## src/rtl/imem_loader_if.sv

```systemverilog
// Byte-stream handshake bundle feeding the instruction-memory loader.
// The master side (host/debug source) drives valid and data; the slave
// side (the loader) drives ready.
interface imem_loader_if;
  logic       s_valid;
  logic [7:0] s_data;
  logic       s_ready;

  modport master (output s_valid, output s_data, input s_ready);
  modport slave  (input s_valid, input s_data, output s_ready);
endinterface

```

## src/rtl/imem_loader.sv

```systemverilog
// imem_loader: packs an incoming byte stream into little-endian 32-bit
// instruction words and writes them to the IMEM at consecutive word
// addresses (wrapping modulo DEPTH). The CPU is held in reset until a load
// completes.
//
// Optional build macro IMEM_LOADER_CSUM_EN: when defined, csum accumulates
// the sum of all written words (mod 2^32); otherwise csum is tied to zero.
module imem_loader #(
  parameter int DEPTH  = 4096,
  parameter int ADDR_W = $clog2(DEPTH)
) (
  input  logic              clk,
  input  logic              rst,
  input  logic              start,
  input  logic [ADDR_W-1:0] base_word,
  input  logic [ADDR_W:0]   len_words,
  imem_loader_if.slave      byte_in,
  output logic              we,
  output logic [ADDR_W-1:0] waddr,
  output logic [31:0]       wdata,
  output logic              busy,
  output logic              done,
  output logic              cpu_hold,
  output logic [31:0]       csum
);

  typedef enum logic [1:0] {
    IDLE  = 2'd0,
    LOAD  = 2'd1,
    WRITE = 2'd2,
    DONE  = 2'd3
  } state_t;

  state_t            state;
  state_t            state_next;
  logic [1:0]        byte_cnt;
  logic [ADDR_W:0]   word_cnt;
  logic [ADDR_W:0]   word_cnt_inc;
  logic [ADDR_W:0]   len;
  logic [ADDR_W-1:0] base;
  logic [23:0]       word_buf;
  logic              s_ready;
  logic              start_ok;
  logic              xfer;
  logic              last_byte;

  assign byte_in.s_ready = s_ready;

  // Handshake qualifiers: start is honoured only when idle or finished,
  // and a byte moves only while loading.
  always_comb begin
    start_ok     = start && ((state == IDLE) || (state == DONE));
    xfer         = byte_in.s_valid && (state == LOAD);
    last_byte    = xfer && (byte_cnt == 2'd3);
    word_cnt_inc = word_cnt + {{ADDR_W{1'b0}}, 1'b1};
  end

  // Next-state decode for the load sequencer.
  always_comb begin
    state_next = state;
    case (state)
      IDLE, DONE: begin
        if (start_ok) begin
          if (len_words == {(ADDR_W+1){1'b0}}) begin
            state_next = DONE;
          end else begin
            state_next = LOAD;
          end
        end else begin
          state_next = state;
        end
      end
      LOAD: begin
        if (last_byte) begin
          state_next = WRITE;
        end else begin
          state_next = LOAD;
        end
      end
      WRITE: begin
        if (word_cnt_inc == len) begin
          state_next = DONE;
        end else begin
          state_next = LOAD;
        end
      end
      default: state_next = IDLE;
    endcase
  end

  // State register.
  always_ff @(posedge clk) begin
    if (rst) begin
      state <= IDLE;
    end else begin
      state <= state_next;
    end
  end

  // Status/handshake outputs registered from the next state so they line
  // up exactly with the state they describe.
  always_ff @(posedge clk) begin
    if (rst) begin
      s_ready  <= 1'b0;
      we       <= 1'b0;
      busy     <= 1'b0;
      done     <= 1'b0;
      cpu_hold <= 1'b1;
    end else begin
      s_ready  <= (state_next == LOAD);
      we       <= (state_next == WRITE);
      busy     <= (state_next == LOAD) || (state_next == WRITE);
      done     <= (state_next == DONE);
      cpu_hold <= (state_next != DONE);
    end
  end

  // Datapath: latch the job, pack bytes little-endian, and register the
  // IMEM address/data when the fourth byte of a word arrives.
  always_ff @(posedge clk) begin
    if (rst) begin
      base     <= {ADDR_W{1'b0}};
      len      <= {(ADDR_W+1){1'b0}};
      byte_cnt <= 2'd0;
      word_cnt <= {(ADDR_W+1){1'b0}};
      word_buf <= 24'h000000;
      waddr    <= {ADDR_W{1'b0}};
      wdata    <= 32'h0000_0000;
    end else if (start_ok) begin
      base     <= base_word;
      len      <= len_words;
      byte_cnt <= 2'd0;
      word_cnt <= {(ADDR_W+1){1'b0}};
      word_buf <= 24'h000000;
    end else begin
      if (xfer) begin
        byte_cnt <= byte_cnt + 2'd1;
        case (byte_cnt)
          2'd0:    word_buf[7:0]   <= byte_in.s_data;
          2'd1:    word_buf[15:8]  <= byte_in.s_data;
          2'd2:    word_buf[23:16] <= byte_in.s_data;
          default: begin
            wdata <= {byte_in.s_data, word_buf};
            waddr <= base + word_cnt[ADDR_W-1:0];
          end
        endcase
      end
      if (state == WRITE) begin
        word_cnt <= word_cnt_inc;
      end
    end
  end

`ifdef IMEM_LOADER_CSUM_EN
  // Running sum of committed words; wdata is the word being written
  // during the WRITE cycle.
  always_ff @(posedge clk) begin
    if (rst) begin
      csum <= 32'h0000_0000;
    end else if (start_ok) begin
      csum <= 32'h0000_0000;
    end else if (state == WRITE) begin
      csum <= csum + wdata;
    end else begin
      csum <= csum;
    end
  end
`else
  assign csum = 32'h0000_0000;
`endif

endmodule
```

## src/flat_wrapper.sv

```systemverilog
// flat-port wrapper written by rule: the top's interface ports become plain ports
module imem_loader_flat 
#(
  parameter int DEPTH  = 4096,
  parameter int ADDR_W = $clog2(DEPTH)
)
  (clk, rst, start, base_word, len_words, we, waddr, wdata, busy, done, cpu_hold, csum, byte_in_s_valid, byte_in_s_data, byte_in_s_ready);
  imem_loader_if byte_in_i ();
  input  logic clk;
  input  logic rst;
  input  logic start;
  input  logic [ADDR_W-1:0] base_word;
  input  logic [ADDR_W:0] len_words;
  output logic we;
  output logic [ADDR_W-1:0] waddr;
  output logic [31:0] wdata;
  output logic busy;
  output logic done;
  output logic cpu_hold;
  output logic [31:0] csum;
  input wire logic [$bits(byte_in_i.s_valid)-1:0] byte_in_s_valid;
  input wire logic [$bits(byte_in_i.s_data)-1:0] byte_in_s_data;
  output wire logic [$bits(byte_in_i.s_ready)-1:0] byte_in_s_ready;
  assign byte_in_i.s_valid = byte_in_s_valid;
  assign byte_in_i.s_data = byte_in_s_data;
  assign byte_in_s_ready = byte_in_i.s_ready;
  imem_loader #(.DEPTH(DEPTH), .ADDR_W(ADDR_W)) u_core (.clk(clk), .rst(rst), .start(start), .base_word(base_word), .len_words(len_words), .byte_in(byte_in_i), .we(we), .waddr(waddr), .wdata(wdata), .busy(busy), .done(done), .cpu_hold(cpu_hold), .csum(csum));
endmodule
```

## config.mk

```make
export PLATFORM = sky130hd
export DESIGN_NAME = imem_loader_flat
export DESIGN_NICKNAME = d
export VERILOG_FILES = /design/src/rtl/imem_loader_if.sv /design/src/rtl/imem_loader.sv /design/src/flat_wrapper.sv
export SDC_FILE = /design/constraint.sdc
export NUM_CORES = 1
export LEC_CHECK = 0
export ABC_AREA = 1
export CAP_MARGIN = 20
export CORE_ASPECT_RATIO = 1.4
export CORE_UTILIZATION = 40
export DETAILED_ROUTE_END_ITERATION = 16
export HOLD_SLACK_MARGIN = 0.02
export PLACE_DENSITY = 0.64
export SYNTH_ARGS = -nofsm -noshare
export SYNTH_HDL_FRONTEND = slang
export SYNTH_SLANG_ARGS = --single-unit
```

## constraint.sdc

```tcl
create_clock -name clk -period 2.9 [get_ports clk]
set_clock_uncertainty 0.05 [all_clocks]
set_input_delay 0.58 -clock clk [delete_from_list [all_inputs] [get_ports clk]]
set_output_delay 0.58 -clock clk [all_outputs]
set_load 0.05 [all_outputs]
```

-- Word level (Yosys, flattened, before mapping)
Cells that the tools add are included.
- add/subtract/negate cells: 3
- bitwise gates (word level): 2
- reduce and logical (&&, ||, !) cells: 15
- multiplexer cells: 5
- eq/ne operators: 11
- operators with widths (cell ; count):
    adder 13 x 1 -> 13 bit (second input constant) ; 1
    == test 13 bit ; 1
    logical NOT 13 bit ; 1
    adder 12 bit ; 1
    == test 2 bit (second input constant) ; 6
    2-to-1 mux 2 bit ; 4
    == test 2 x 1 -> 1 bit (second input constant) ; 3
    case mux 2 bit (3 select lines) ; 1
    AND reduction 2 bit ; 3
    logical NOT 2 bit ; 2
    OR reduction 2 bit ; 2
    logical AND 1 bit ; 3
    AND reduction 3 bit ; 1
    OR reduction 3 bit ; 1
    adder 2 x 1 -> 2 bit (second input constant) ; 1
    logical OR 1 bit ; 2
    != test 2 bit (second input constant) ; 1
    inverter 1 bit ; 2
- output and inout port bits: 81
- flip-flop bits (word level): 115

-- Longest topological paths before layout
Gate-level depths: netlist (run 1).
- depth in word-level cells: 7
- gate-level depth with buffers: 17
- mapped depth without buffers: 17

-- Worst setup path after synthesis (run 1)
No wires, ideal clock.
- path kind: register to register
- start point: register u_core.word_cnt[1]
- end point: register u_core.busy
- slack: 0.891 ns
- clock period less this slack: 2.009 ns
- arrival: 1.831 ns
- required time: 2.721 ns
- path buffers: 0
- library setup time: 0.129 ns
- stages on the path, launching flop included: 17
- cells stage by stage: dfxtp_1 > ha_1 > nand2_2 > nor2_4 > nand3_1 > nand2_1 > nand2_1 > nand2_1 > nand2_1 > nor3_2 > nand2_1 > nand2_1 > nand2_2 > inv_1 > ha_1 > inv_1 > nor2_1
- cells in the longest elaborated chain, start to end: 6
- elaborated cells on any way between the ends: 7
- those cells by class: 1 x add/sub; 3 x eq/ne; 2 x mux; 1 x reduce/logical
- ends and longest elaborated chain (item ; line ; RTL):
    start: declaration ; imem_loader.sv:37 ; logic [ADDR_W:0] word_cnt;
    start signal: assignment ; imem_loader.sv:125 ; word_cnt <= {(ADDR_W+1){1'b0}};
    start signal: assignment ; imem_loader.sv:133 ; word_cnt <= {(ADDR_W+1){1'b0}};
    start signal: assignment ; imem_loader.sv:149 ; word_cnt <= word_cnt_inc;
    adder 13 x 1 -> 13 bit (*) ; imem_loader.sv:55 ; word_cnt_inc = word_cnt + {{ADDR_W{1'b0}}, 1'b1};
    == test 13 bit (*) ; imem_loader.sv:81 ; if (word_cnt_inc == len) begin
    2-to-1 mux 2 bit (*) ; imem_loader.sv:81 ;
    case mux 2 bit (3 select lines) (*) ; imem_loader.sv:61 ; case (state)
    == test 2 x 1 -> 1 bit / == test 2 bit (equally long branches) ; imem_loader.sv:112 ; busy <= (state_next == LOAD) || (state_next == WRITE);
    logical OR 1 bit (*) ; imem_loader.sv:112 ;
    end signal: assignment ; imem_loader.sv:112 ;
    end: declaration ; imem_loader.sv:21 ; output logic busy,
Mark *: on every way between the ends. The rest lies on a longest branch, timed or not.
A chain may end at the register's enable or synchronous reset.

-- Worst setup path after layout (run 1)
Same ends and word-level chain as after synthesis.

==> summary.txt, run 1 <==
GRT
  – Total Routing Usage GR: 0.207
  – Initial antenna violation count: 0
  – Gr ovfl total: 0
  – Pin count of the biggest net entering global routing: 45
  – First-pass GRT wire length: 22400 um
  – Number of global-route vias before repair: 4656

Final layout
  – Area grow syn2layout: 28.4%
  – Final Non-Filler Cells: 999
  – Share of layout cells above drive strength 1: 0.0743
  – Layout Nets: 868
  – # diodes: 0

Timing
  – Setup TNS: 0 ns
  – Slew Limit Fails: 0
  – Hold WS: 0.399 ns
  – Fin crit share: 0.838
  – Final min period: 2.43 ns
  – Worst slew pin tran: 0.525 ns
  – RSZ-0062 raised after global routing: false
  – Final hold viol count: 0
  – Slew margin rel.: 0.649
  – # setup viols final: 0
  – Max Freq: 412 MHz

Synth
  – Post-synthesis mux area share: 0
  – Mapped cell area: 5380 sq um
  – Yosys reg bits: 115
  – Top_reg_cell synth: dfxtp_1
  – Adder-cell share of the synthesized area: 0.0549
  – Yosys cell types: 35
  – Main combinational cell family by area after synthesis: compound AO/OA/AOI/OAI gates
  – Post-Synth XOR/XNOR Area: 0.0146
  – Cell taking the most area after synthesis: dfxtp_1
  – Count leader, synth: dfxtp_1
  – Synth Area in Simple Gates: 0.180
  – Avg Inst Size Synth: 7.44 sq um
  – Commonest cells post-synth: dfxtp_1, o21ai_0, nor2_1, a21oi_1, inv_1
  – Post-Syn Instances: 723
  – Share of the yosys chip area belonging to registers: 0.428
  – Share of the synthesized area in the top cell type: 0.428
  – Synth async-reset ratio: 0
  – Area contributors post-synth: dfxtp_1, o21ai_0, a21oi_1, nor2_1, inv_1
  – Ys Warns: 0
  – Post-synth EDFFs: 0
  – Compound-gate portion of the synthesized area: 0.196

Clock tree
  – CTS Buffer Depth: 2
  – Clk sinks: 115
  – TritonCTS clock tree: done
  – Total CTS buffers: 17
  – Root buf cell: clkbuf_16
  – Post-CTS sizing: 0
  – H-tree lvl count: 4
  – Reg clk slew, reported paths: 0.06 ns
  – Clock latency on the worst-skew pair: 0.41 ns
  – Postcts setup bufs: 0
  – CTS hold repair buffers: 0

Worst setup path
  – CP endpoint kind: flop
  – R2r worst-path depth: 16
  – Req. time, crit path: 3.15 ns
  – Highest net fanout along the worst path: 6
  – Setup CP Type: flop to flop
  – Critical Path Sink: u_core.busy$_SDFF_PP0_
  – RR Endpoint: u_core.busy$_SDFF_PP0_
  – Worst setup path start: u_core.word_cnt[1]$_SDFFE_PP0N_
  – Startpoint Class: flop
  – Crit path DAT: 2.68 ns
  – Worst R2R Setup Slack: 0.47 ns
  – Worst r2r src: u_core.word_cnt[1]$_SDFFE_PP0N_

Floorplanning
  – Core area: 13000 sq um
  – Die area: 13900 sq um
  – Die Height: 139 um
  – IO Count: 118
  – Initial cell density of the core: 0.414
  – Die W: 100 um
  – Rows: 49

Job
  – Max-cap viol count: 0

Power
  – P per Cell Area: 827 nW/um^2
  – Clock group share of total power: 0.368
  – Logic pwr share: 0.289
  – Net Sw Power: 0.00206 W
  – Reg power frac: 0.343
  – Pint: 0.00365 W
  – Pwr Total: 0.00571 W
  – Leak: 2.88 nW
  – Sw Share: 0.361
  – VDD IR-drop max: 0.416 mV

Routing
  – DRC Markers: 0
  – 1st-pass router iterations: 5
  – Via density: 4.86
  – Vias: 4859
  – Routed WL: 14000 um
  – First DRT Iteration DRCs: 170
  – Post-DRT Antenna Nets: 0
  – Wirelength per Cell: 14.1 um

Worst hold path
  – Hold crit path type: flop to flop

Status
  – Status: complete, no violations

Place
  – Post-DP HPWL: 10200 um
  – Placed cells: 967
  – Number of I/O port buffers: 85
  – RD Place Congestion: 0.872
-- cells in the final DEF (no fill, tap or decap), types with 17 or more instances in the layout --
cell type,n
a21oi_1,83
clkbuf_16,17
clkdlybuf4s50_1,85
conb_1,32
dfxtp_1,115
ha_1,22
inv_1,81
nand2_1,75
nand3_1,26
nor2_1,95
o21ai_0,106
-- state kept, by name, indices dropped and copies added, names as in the netlist, 2 cells and up --
name and count:
u_core.wdata 32, u_core.word_buf 24, u_core.len 13, u_core.word_cnt 13, u_core.base 12, u_core.waddr 12, u_core.byte_cnt 2, u_core.state 2
-- power by group through the flow --
stage,clock (W),combinational (W),sequential (W)
2_1_floorplan,0,0.00118,0.00203
3_3_place_gp,0,0.00162,0.00198
3_5_place_dp,0,0.00164,0.00199
4_1_cts,0.00213,0.00166,0.00196
5_1_grt,0.00221,0.00187,0.00198
6_report,0.00210,0.00165,0.00196
-- critical path, cell delays in order (launching register included) --
cell and delay (ns):
dfxtp_1 0.46, ha_1 0.26, nand2_2 0.13, nor2_4 0.18, nand3_2 0.13, nand3_1 0.12, nand2_1 0.05, nor2_1 0.09
nand3_1 0.09, nor2_1 0.13, nand2_1 0.07, nand2_1 0.08, nand2_2 0.07, inv_1 0.10, ha_1 0.23, inv_1 0.06
nor2_1 0.04
-- stage by stage --
| stage | utilization | area, sq um | worst slack, ns |
|---|---|---|---|
| after global routing | 0.532 | 6910 | 0.248 |
| after detailed placement | 0.485 | 6310 | 0.475 |
| after global placement | 0.485 | 6310 | 0.531 |
| final | 0.532 | 6910 | 0.471 |
| after floorplan | - | 5500 | 0.891 |
| after CTS | 0.532 | 6910 | 0.480 |
-- how the worst min path moves through the flow --
stage / cells after the start / to / from / slack (ns)
floorplan: 2 / u_core.word_buf[10]$_SDFFE_PP0P_ / u_core.word_buf[10]$_SDFFE_PP0P_ / 0.38
global placement: 2 / u_core.wdata[3]$_SDFFE_PP0P_ / u_core.word_buf[3]$_SDFFE_PP0P_ / 0.39
detailed placement: 2 / u_core.wdata[4]$_SDFFE_PP0P_ / u_core.word_buf[4]$_SDFFE_PP0P_ / 0.39
CTS: 2 / u_core.word_buf[1]$_SDFFE_PP0P_ / u_core.word_buf[1]$_SDFFE_PP0P_ / 0.40
global route: 2 / u_core.word_buf[1]$_SDFFE_PP0P_ / u_core.word_buf[1]$_SDFFE_PP0P_ / 0.43
finish: 2 / u_core.word_buf[1]$_SDFFE_PP0P_ / u_core.word_buf[1]$_SDFFE_PP0P_ / 0.40
-- per-layer routing --
layer	up-vias	GRT usage	wire, um	part of all wire
met1	2196	0.231	5810	0.41
met5	-	0	0	0
li1	2477	-	-	-
met2	156	0.372	7200	0.51
met4	0	0.0870	384	0.027
met3	30	0.0497	638	0.045
-- cell families (layout without fill, tap and decap cells) --
family | Yosys count | count (layout)
adder cells (fa/ha/maj) | 23 | 23
AND/OR/NAND/NOR | 225 | 225
AO/OA/AOI/OAI | 204 | 204
other | 1 | 32
flip-flops | 115 | 115
buffers and inverters | 146 | 213
XOR/XNOR | 9 | 9
-- final cells by class --
cell class / instances / area (sq um)
sequential: 115 / 2300
clock buffer: 17 / 425
tap: 178 / 223
timing repair buffer: 98 / 948
fill: 1282 / 6090
inverter: 83 / 312
multi-input combinational: 493 / 2520
clock inverter: 15 / 175
Note: power is estimated with default switching activity, not from simulation.
==> run 2, diff against run 1 <==
==> constraint.sdc (replaced) <==
create_clock -name clk -period 2.25 [get_ports clk]
set_clock_uncertainty 0.05 [all_clocks]
set_input_delay 0.45 -clock clk [delete_from_list [all_inputs] [get_ports clk]]
set_output_delay 0.45 -clock clk [all_outputs]
set_load 0.05 [all_outputs]
==> summary.txt, run 2 (synthesis gave the netlist of run 1 again) <==
GRT
  – Gr ovfl total: 0 (unchanged)
  – Total Routing Usage GR: 0.209 (was 0.207)
  – Initial antenna violation count: 0 (unchanged)
  – Number of global-route vias before repair: 4689 (was 4656)
  – First-pass GRT wire length: 22500 um (was 22400 um)
  – Pin count of the biggest net entering global routing: 31 (was 45)

Routing
  – Wirelength per Cell: 13.7 um (was 14.1 um)
  – Via density: 4.88 (was 4.86)
  – Post-DRT Antenna Nets: 0 (unchanged)
  – Vias: 4970 (was 4859)
  – Routed WL: 14000 um (about the same)
  – DRC Markers: 0 (unchanged)
  – 1st-pass router iterations: 4 (was 5)
  – First DRT Iteration DRCs: 156 (was 170)

Floorplanning
  – Die W: 100 um (unchanged)
  – Die Height: 139 um (unchanged)
  – Rows: 49 (unchanged)
  – Initial cell density of the core: 0.414 (unchanged)
  – Core area: 13000 sq um (unchanged)
  – Die area: 13900 sq um (unchanged)
  – IO Count: 118 (unchanged)

Place
  – Place WS: 0.0311 ns (was 0.475 ns)
  – Number of I/O port buffers: 85 (unchanged)
  – DP Area: 6440 sq um (was 6310 sq um)
  – RD Place Congestion: 0.882 (was 0.872)
  – Post-DP HPWL: 10300 um (was 10200 um)

Final layout
  – Layout Nets: 887 (was 868)
  – Commonest non-fill, non-tap cell in the layout: dfxtp_1 (unchanged)
  – Post-Layout Inst Area: 7110 sq um (was 6910 sq um)
  – Area grow syn2layout: 32.1% (was 28.4%)
  – Top reg by flops: u_core.wdata (unchanged)
  – Most frequent cells in the layout: dfxtp_1, o21ai_0, nor2_1, clkdlybuf4s50_1, a21oi_1 (unchanged)
  – Max FFs per register: 32 (unchanged)
  – Top flop regs: u_core.wdata: 32 flops, u_core.word_buf: 24 flops (unchanged)
  – Share of layout cells above drive strength 1: 0.111 (was 0.0743)
  – # diodes: 0 (unchanged)

Worst setup path
  – Req. time, crit path: 1.75 ns (was 3.15 ns)
  – Critical Path Sink: wdata[26] (was u_core.busy$_SDFF_PP0_)
  – Worst path depth: 1 (was 16)
  – Slowest CP cell: clkdlybuf4s50_1 (was dfxtp_1)
  – Crit-path max cell delay: 0.82 ns (was 0.46 ns)
  – CP endpoint kind: output pin (was flop)
  – R2r worst-path depth: 16 (unchanged)
  – Worst r2r src: u_core.word_cnt[0]$_SDFFE_PP0N_ (was u_core.word_cnt[1]$_SDFFE_PP0N_)
  – Top Family by Delay on Critical Path: buffers and inverters (was simple AND/OR/NAND/NOR gates)
  – Crit path DAT: 1.63 ns (was 2.68 ns)
  – Setup CP Type: flop to output pin (was flop to flop)
  – Highest net fanout along the worst path: 2 (was 6)
  – Worst setup path start: u_core.wdata[26]$_SDFFE_PP0P_ (was u_core.word_cnt[1]$_SDFFE_PP0N_)
  – Worst path cell trace: clkdlybuf4s50_1 (was ha_1 -> nand2_2 -> nor2_4 -> nand3_2 -> nand3_1 -> nand2_1 -> nor2_1 -> nand3_1 -> nor2_1 -> nand2_1 -> nand2_1 -> nand2_2 -> inv_1 -> ha_1 -> inv_1 -> nor2_1)
  – WP buf/inv: 1 (was 2)
  – Worst R2R Setup Slack: 0.14 ns (was 0.47 ns)
  – Startpoint Class: flop (unchanged)
  – RR Endpoint: u_core.byte_in.s_ready$_SDFF_PP0_ (was u_core.busy$_SDFF_PP0_)

Clock tree
  – CTS Buffer Depth: 2 (unchanged)
  – Root buf cell: clkbuf_16 (unchanged)
  – Reg clk slew, reported paths: 0.06 ns (about the same)
  – H-tree lvl count: 4 (unchanged)
  – Clk sinks: 115 (unchanged)
  – TritonCTS clock tree: done (unchanged)
  – Clock latency on the worst-skew pair: 0.41 ns (about the same)
  – Total CTS buffers: 17 (unchanged)

Timing
  – Final hold viol count: 0 (unchanged)
  – # setup viols final: 0 (unchanged)
  – Worst slew pin tran: 0.555 ns (was 0.525 ns)
  – Final min period: 2.13 ns
  – Hold WS: 0.400 ns (was 0.399 ns)
  – Setup ws final: 0.121 ns (was 0.471 ns)
  – Fin crit share: 0.946
  – Slew Limit Fails: 0 (unchanged)
  – Slew margin rel.: 0.629 (was 0.649)
  – Max Freq: 470 MHz

Power
  – Leak: 3.00 nW (was 2.88 nW)
  – P per Cell Area: 1070 nW/um^2 (was 827 nW/um^2)
  – VDD IR-drop max: 0.494 mV (was 0.416 mV)

Worst hold path
  – HP Start: u_core.word_buf[1]$_SDFFE_PP0P_ (unchanged)
  – Hold crit path type: flop to flop (unchanged)

Job
  – Max-cap viol count: 0 (unchanged)

Status
  – Status: complete, no violations (unchanged)
-- run 2: cell types whose count changed in the layout (fill, tap and decap cells not counted), sizes merged --
cell / before / now
clkbuf: 17 / 18
clkinv: 7 / 6
buf: 13 / 32
-- run 2: power breakdown --
part,internal (W),switching (W),leakage (nW)
clock,0.00169,0.00105,0.296
sequential,0.00233,0.000193,0.937
combinational,0.000863,0.00147,1.76
-- run 2: per-stage QoR --
step	TNS, ns	util	instances	total power, W
finish	0	0.547	1018	0.00760
global route	-0.152	0.547	1018	0.00807
CTS	0	0.542	1016	0.00764
detailed placement	0	0.495	984	0.00487
global placement	0	0.495	984	0.00481
floorplan	0	-	754	0.00413
-- run 2: final cells by class --
| class | instances | area, sq um |
|---|---|---|
| fill | 1251 | 5890 |
| inverter | 83 | 314 |
| clock inverter | 14 | 169 |
| tap | 178 | 223 |
| multi-input combinational | 493 | 2560 |
| timing repair buffer | 117 | 1090 |
| clock buffer | 18 | 439 |
| sequential | 115 | 2310 |
-- run 2: worst min-delay path by stage --
stage,endpoint,slack [ns],cells after the start
after floorplan,u_core.word_buf[10]$_SDFFE_PP0P_,0.38,2
after global placement,u_core.wdata[15]$_SDFFE_PP0P_,0.39,2
after detailed placement,u_core.wdata[5]$_SDFFE_PP0P_,0.39,2
after CTS,u_core.word_buf[1]$_SDFFE_PP0P_,0.40,2
after global routing,u_core.word_buf[16]$_SDFFE_PP0P_,0.42,2
final,u_core.word_buf[1]$_SDFFE_PP0P_,0.40,2
-- run 2: repair_timing --
action,in CTS,in global routing
setup buffers,0,2
gates resized for setup,0,17
endpoints found under the hold margin,0,0
endpoints found under the setup margin,0,7
hold buffers,0,0
-- run 2: layer usage --
metal  vias up  GRT usage  share of wire
met1      2283      0.236           0.41
met5         -          0              0
met4         0     0.0931          0.033
met3        35     0.0417          0.041
li1       2520          -              -
met2       132      0.373           0.51
==> run 3, diff against run 2 <==
--- a/config.mk
+++ b/config.mk
@@ -7,11 +7,12 @@
 export LEC_CHECK = 0
 export ABC_AREA = 1
 export CAP_MARGIN = 20
-export CORE_ASPECT_RATIO = 1.4
+export CORE_MARGIN = 10
 export CORE_UTILIZATION = 40
 export DETAILED_ROUTE_END_ITERATION = 16
 export HOLD_SLACK_MARGIN = 0.02
 export PLACE_DENSITY = 0.64
+export RECOVER_POWER = 50
 export SYNTH_ARGS = -nofsm -noshare
 export SYNTH_HDL_FRONTEND = slang
 export SYNTH_SLANG_ARGS = --single-unit
==> summary.txt, run 3 (synthesis gave the netlist of run 1 again) <==
Worst setup path
  – RR Endpoint: u_core.busy$_SDFF_PP0_ (was u_core.byte_in.s_ready$_SDFF_PP0_)
  – Startpoint Class: flop (unchanged)
  – Top cell by count, worst path: nand2_1
  – Crit-path max cell delay: 0.35 ns (was 0.82 ns)
  – Top Family by Delay on Critical Path: simple AND/OR/NAND/NOR gates (was buffers and inverters)
  – Setup CP Type: flop to flop (was flop to output pin)
  – WP buf/inv: 2 (was 1)
  – Req. time, crit path: 2.50 ns (was 1.75 ns)
  – Slowest CP cell: dfxtp_2 (was clkdlybuf4s50_1)
  – Worst path cell trace: ha_4 -> nand2_4 -> nor2_4 -> nand4_1 -> nand3_1 -> nand2_1 -> nor3_2 -> nand2_1 -> nand2_1 -> nand2_2 -> inv_2 -> ha_1 -> inv_1 -> nor2_1 (was clkdlybuf4s50_1)
  – Worst R2R Setup Slack: 0.13 ns (was 0.14 ns)
  – Highest net fanout along the worst path: 4 (was 2)
  – Crit path DAT: 2.37 ns (was 1.63 ns)
  – CP endpoint kind: flop (was output pin)
  – R2r worst-path depth: 14 (was 16)
  – Worst r2r src: u_core.word_cnt[1]$_SDFFE_PP0N_ (was u_core.word_cnt[0]$_SDFFE_PP0N_)

Power
  – Leak: 2.96 nW (was 3.00 nW)
  – P per Cell Area: 1090 nW/um^2 (was 1070 nW/um^2)
  – Pwr Total: 0.00773 W (was 0.00760 W)
  – VDD IR-drop max: 0.712 mV (was 0.494 mV)

Timing
  – Final min period: 2.12 ns (was 2.13 ns)
  – Final hold viol count: 0 (unchanged)
  – Setup ws final: 0.130 ns (was 0.121 ns)
  – Max Freq: 472 MHz (was 470 MHz)
  – Fin crit share: 0.942 (was 0.946)
  – Hold WS: 0.400 ns (about the same)
  – RSZ-0062 raised after global routing: true
  – Slew margin rel.: 0.604 (was 0.629)
  – Slew Limit Fails: 0 (unchanged)
  – Worst slew pin tran: 0.593 ns (was 0.555 ns)
  – # setup viols final: 0 (unchanged)

Place
  – Placed cells: 969 (was 984)
  – Place WS: 0.0609 ns (was 0.0311 ns)
  – Post-DP HPWL: 10500 um (was 10300 um)
  – RD Place Congestion: 0.841 (was 0.882)
  – Number of I/O port buffers: 85 (unchanged)
  – DP Area: 6350 sq um (was 6440 sq um)

Clock tree
  – Root buf cell: clkbuf_16 (unchanged)
  – Clk sinks: 115 (unchanged)
  – CTS Buffer Depth: 2 (unchanged)
  – TritonCTS clock tree: done (unchanged)
  – H-tree lvl count: 4 (unchanged)
  – Reg clk slew, reported paths: 0.06 ns (about the same)
  – CTS hold repair buffers: 0 (unchanged)
  – Total CTS buffers: 17 (unchanged)
  – Clock latency on the worst-skew pair: 0.41 ns (about the same)

Worst hold path
  – HP Start: u_core.word_buf[7]$_SDFFE_PP0P_ (was u_core.word_buf[1]$_SDFFE_PP0P_)
  – Hold EP: u_core.wdata[7]$_SDFFE_PP0P_ (was u_core.word_buf[1]$_SDFFE_PP0P_)
  – Hold crit path type: flop to flop (unchanged)
  – Worst hold stages: 2 (unchanged)

Final layout
  – Filler Cell Count: 1266 (was 1251)
  – Final Non-Filler Cells: 1003 (was 1018)
  – Share of layout cells above drive strength 1: 0.104 (was 0.111)
  – Layout Nets: 875 (was 887)
  – Top reg by flops: u_core.wdata (unchanged)
  – Area grow syn2layout: 31.8% (was 32.1%)
  – # diodes: 0 (unchanged)
  – Post-Layout Inst Area: 7090 sq um (was 7110 sq um)
  – Max FFs per register: 32 (unchanged)
  – Most frequent cells in the layout: o21ai_0, dfxtp_1, nor2_1, clkdlybuf4s50_1, a21oi_1 (was dfxtp_1, o21ai_0, nor2_1, clkdlybuf4s50_1, a21oi_1)
  – Top flop regs: u_core.wdata: 32 flops, u_core.word_buf: 24 flops (unchanged)
  – Commonest non-fill, non-tap cell in the layout: o21ai_0 (was dfxtp_1)

Floorplanning
  – Die area: 18500 sq um (was 13900 sq um)
  – Rows: 42 (was 49)
  – IO Count: 118 (unchanged)
  – Initial cell density of the core: 0.408 (was 0.414)
  – Die Height: 136 um (was 139 um)
  – Die W: 136 um (was 100 um)
  – Core area: 13200 sq um (was 13000 sq um)

GRT
  – Gr ovfl total: 0 (unchanged)
  – Initial antenna violation count: 0 (unchanged)
  – First-pass GRT wire length: 23200 um (was 22500 um)
  – Total Routing Usage GR: 0.157 (was 0.209)
  – Number of global-route vias before repair: 4824 (was 4689)
  – Pin count of the biggest net entering global routing: 49 (was 31)

Routing
  – 1st-pass router iterations: 4 (unchanged)
  – Wirelength per Cell: 14.5 um (was 13.7 um)
  – Post-DRT Antenna Nets: 0 (unchanged)
  – Via density: 4.81 (was 4.88)
  – Routed WL: 14600 um (was 14000 um)
  – First DRT Iteration DRCs: 296 (was 156)
  – Vias: 4823 (was 4970)
  – DRC Markers: 0 (unchanged)

Status
  – Status: complete, no violations (unchanged)

Job
  – Max-cap viol count: 0 (unchanged)
==> run 3: cell types whose count changed in the layout (fill, tap and decap cells not counted), moves of 2 or more <==
cell | before | now
dfxtp_2 | 6 | 10
bufinv_16 | 2 | 5
inv_8 | 2 | 0
dfxtp_1 | 109 | 105
buf_4 | 32 | 15
clkinv_4 | 5 | 2
clkinvlp_4 | 1 | 3
inv_6 | 4 | 1
==> run 3: what timing repair did <==
action,4_1_cts,5_1_grt
setup endpoints to repair,0,7
buffers inserted,0,3
resized for setup,0,27
==> run 3: report_power, final <==
group,switching [W],internal [W]
sequential,0.000201,0.00233
combinational,0.00144,0.000783
clock,0.000957,0.00202
total,0.00260,0.00513
==> run 3: per-layer routing <==
layer | wire [um] | up-vias | global-route usage
met2 | 7230 | 123 | 0.274
met1 | 6100 | 2186 | 0.172
met3 | 969 | 27 | 0.0513
met4 | 272 | 0 | 0.0609
li1 | - | 2487 | -
met5 | 0 | - | 0
==> run 3: final cells by class <==
type                            instances  area, sq um  area share
Timing Repair Buffer                  105         1010       0.143
Inverter                               83          314      0.0443
Multi-Input combinational cell        493         2580       0.363
Clock inverter                         12          204      0.0287
Tap cell                              176          220      0.0310
Sequential cell                       115         2310       0.326
Clock buffer                           19          453      0.0638
==> run 3: worst min-delay path: stages (launching register included) <==
cell     delay, ns
dfxtp_1       0.30
inv_1         0.06
a21oi_1       0.05
==> run 3: through the flow <==
| step | util | TNS [ns] |
|---|---|---|
| after global routing | 0.538 | -0.0581 |
| final | 0.538 | 0 |
| after global placement | 0.481 | 0 |
| after CTS | 0.531 | 0 |
| after detailed placement | 0.481 | 0 |
| after floorplan | - | 0 |
==> run 3: how the worst max path moves through the flow <==
stage | from | endpoint | slack [ns] | depth (start not counted)
final | u_core.word_cnt[1]$_SDFFE_PP0N_ | u_core.busy$_SDFF_PP0_ | 0.13 | 14
after global routing | u_core.word_cnt[5]$_SDFFE_PP0N_ | u_core.done$_SDFF_PP0_ | -0.04 | 16
after CTS | u_core.word_cnt[0]$_SDFFE_PP0N_ | u_core.we$_SDFF_PP0_ | 0.03 | 17
after detailed placement | u_core.word_cnt[0]$_SDFFE_PP0N_ | u_core.busy$_SDFF_PP0_ | 0.06 | 16
after global placement | start | u_core.busy$_SDFF_PP0_ | 0.08 | 10
after floorplan | u_core.word_cnt[1]$_SDFFE_PP0N_ | u_core.busy$_SDFF_PP0_ | 0.24 | 16
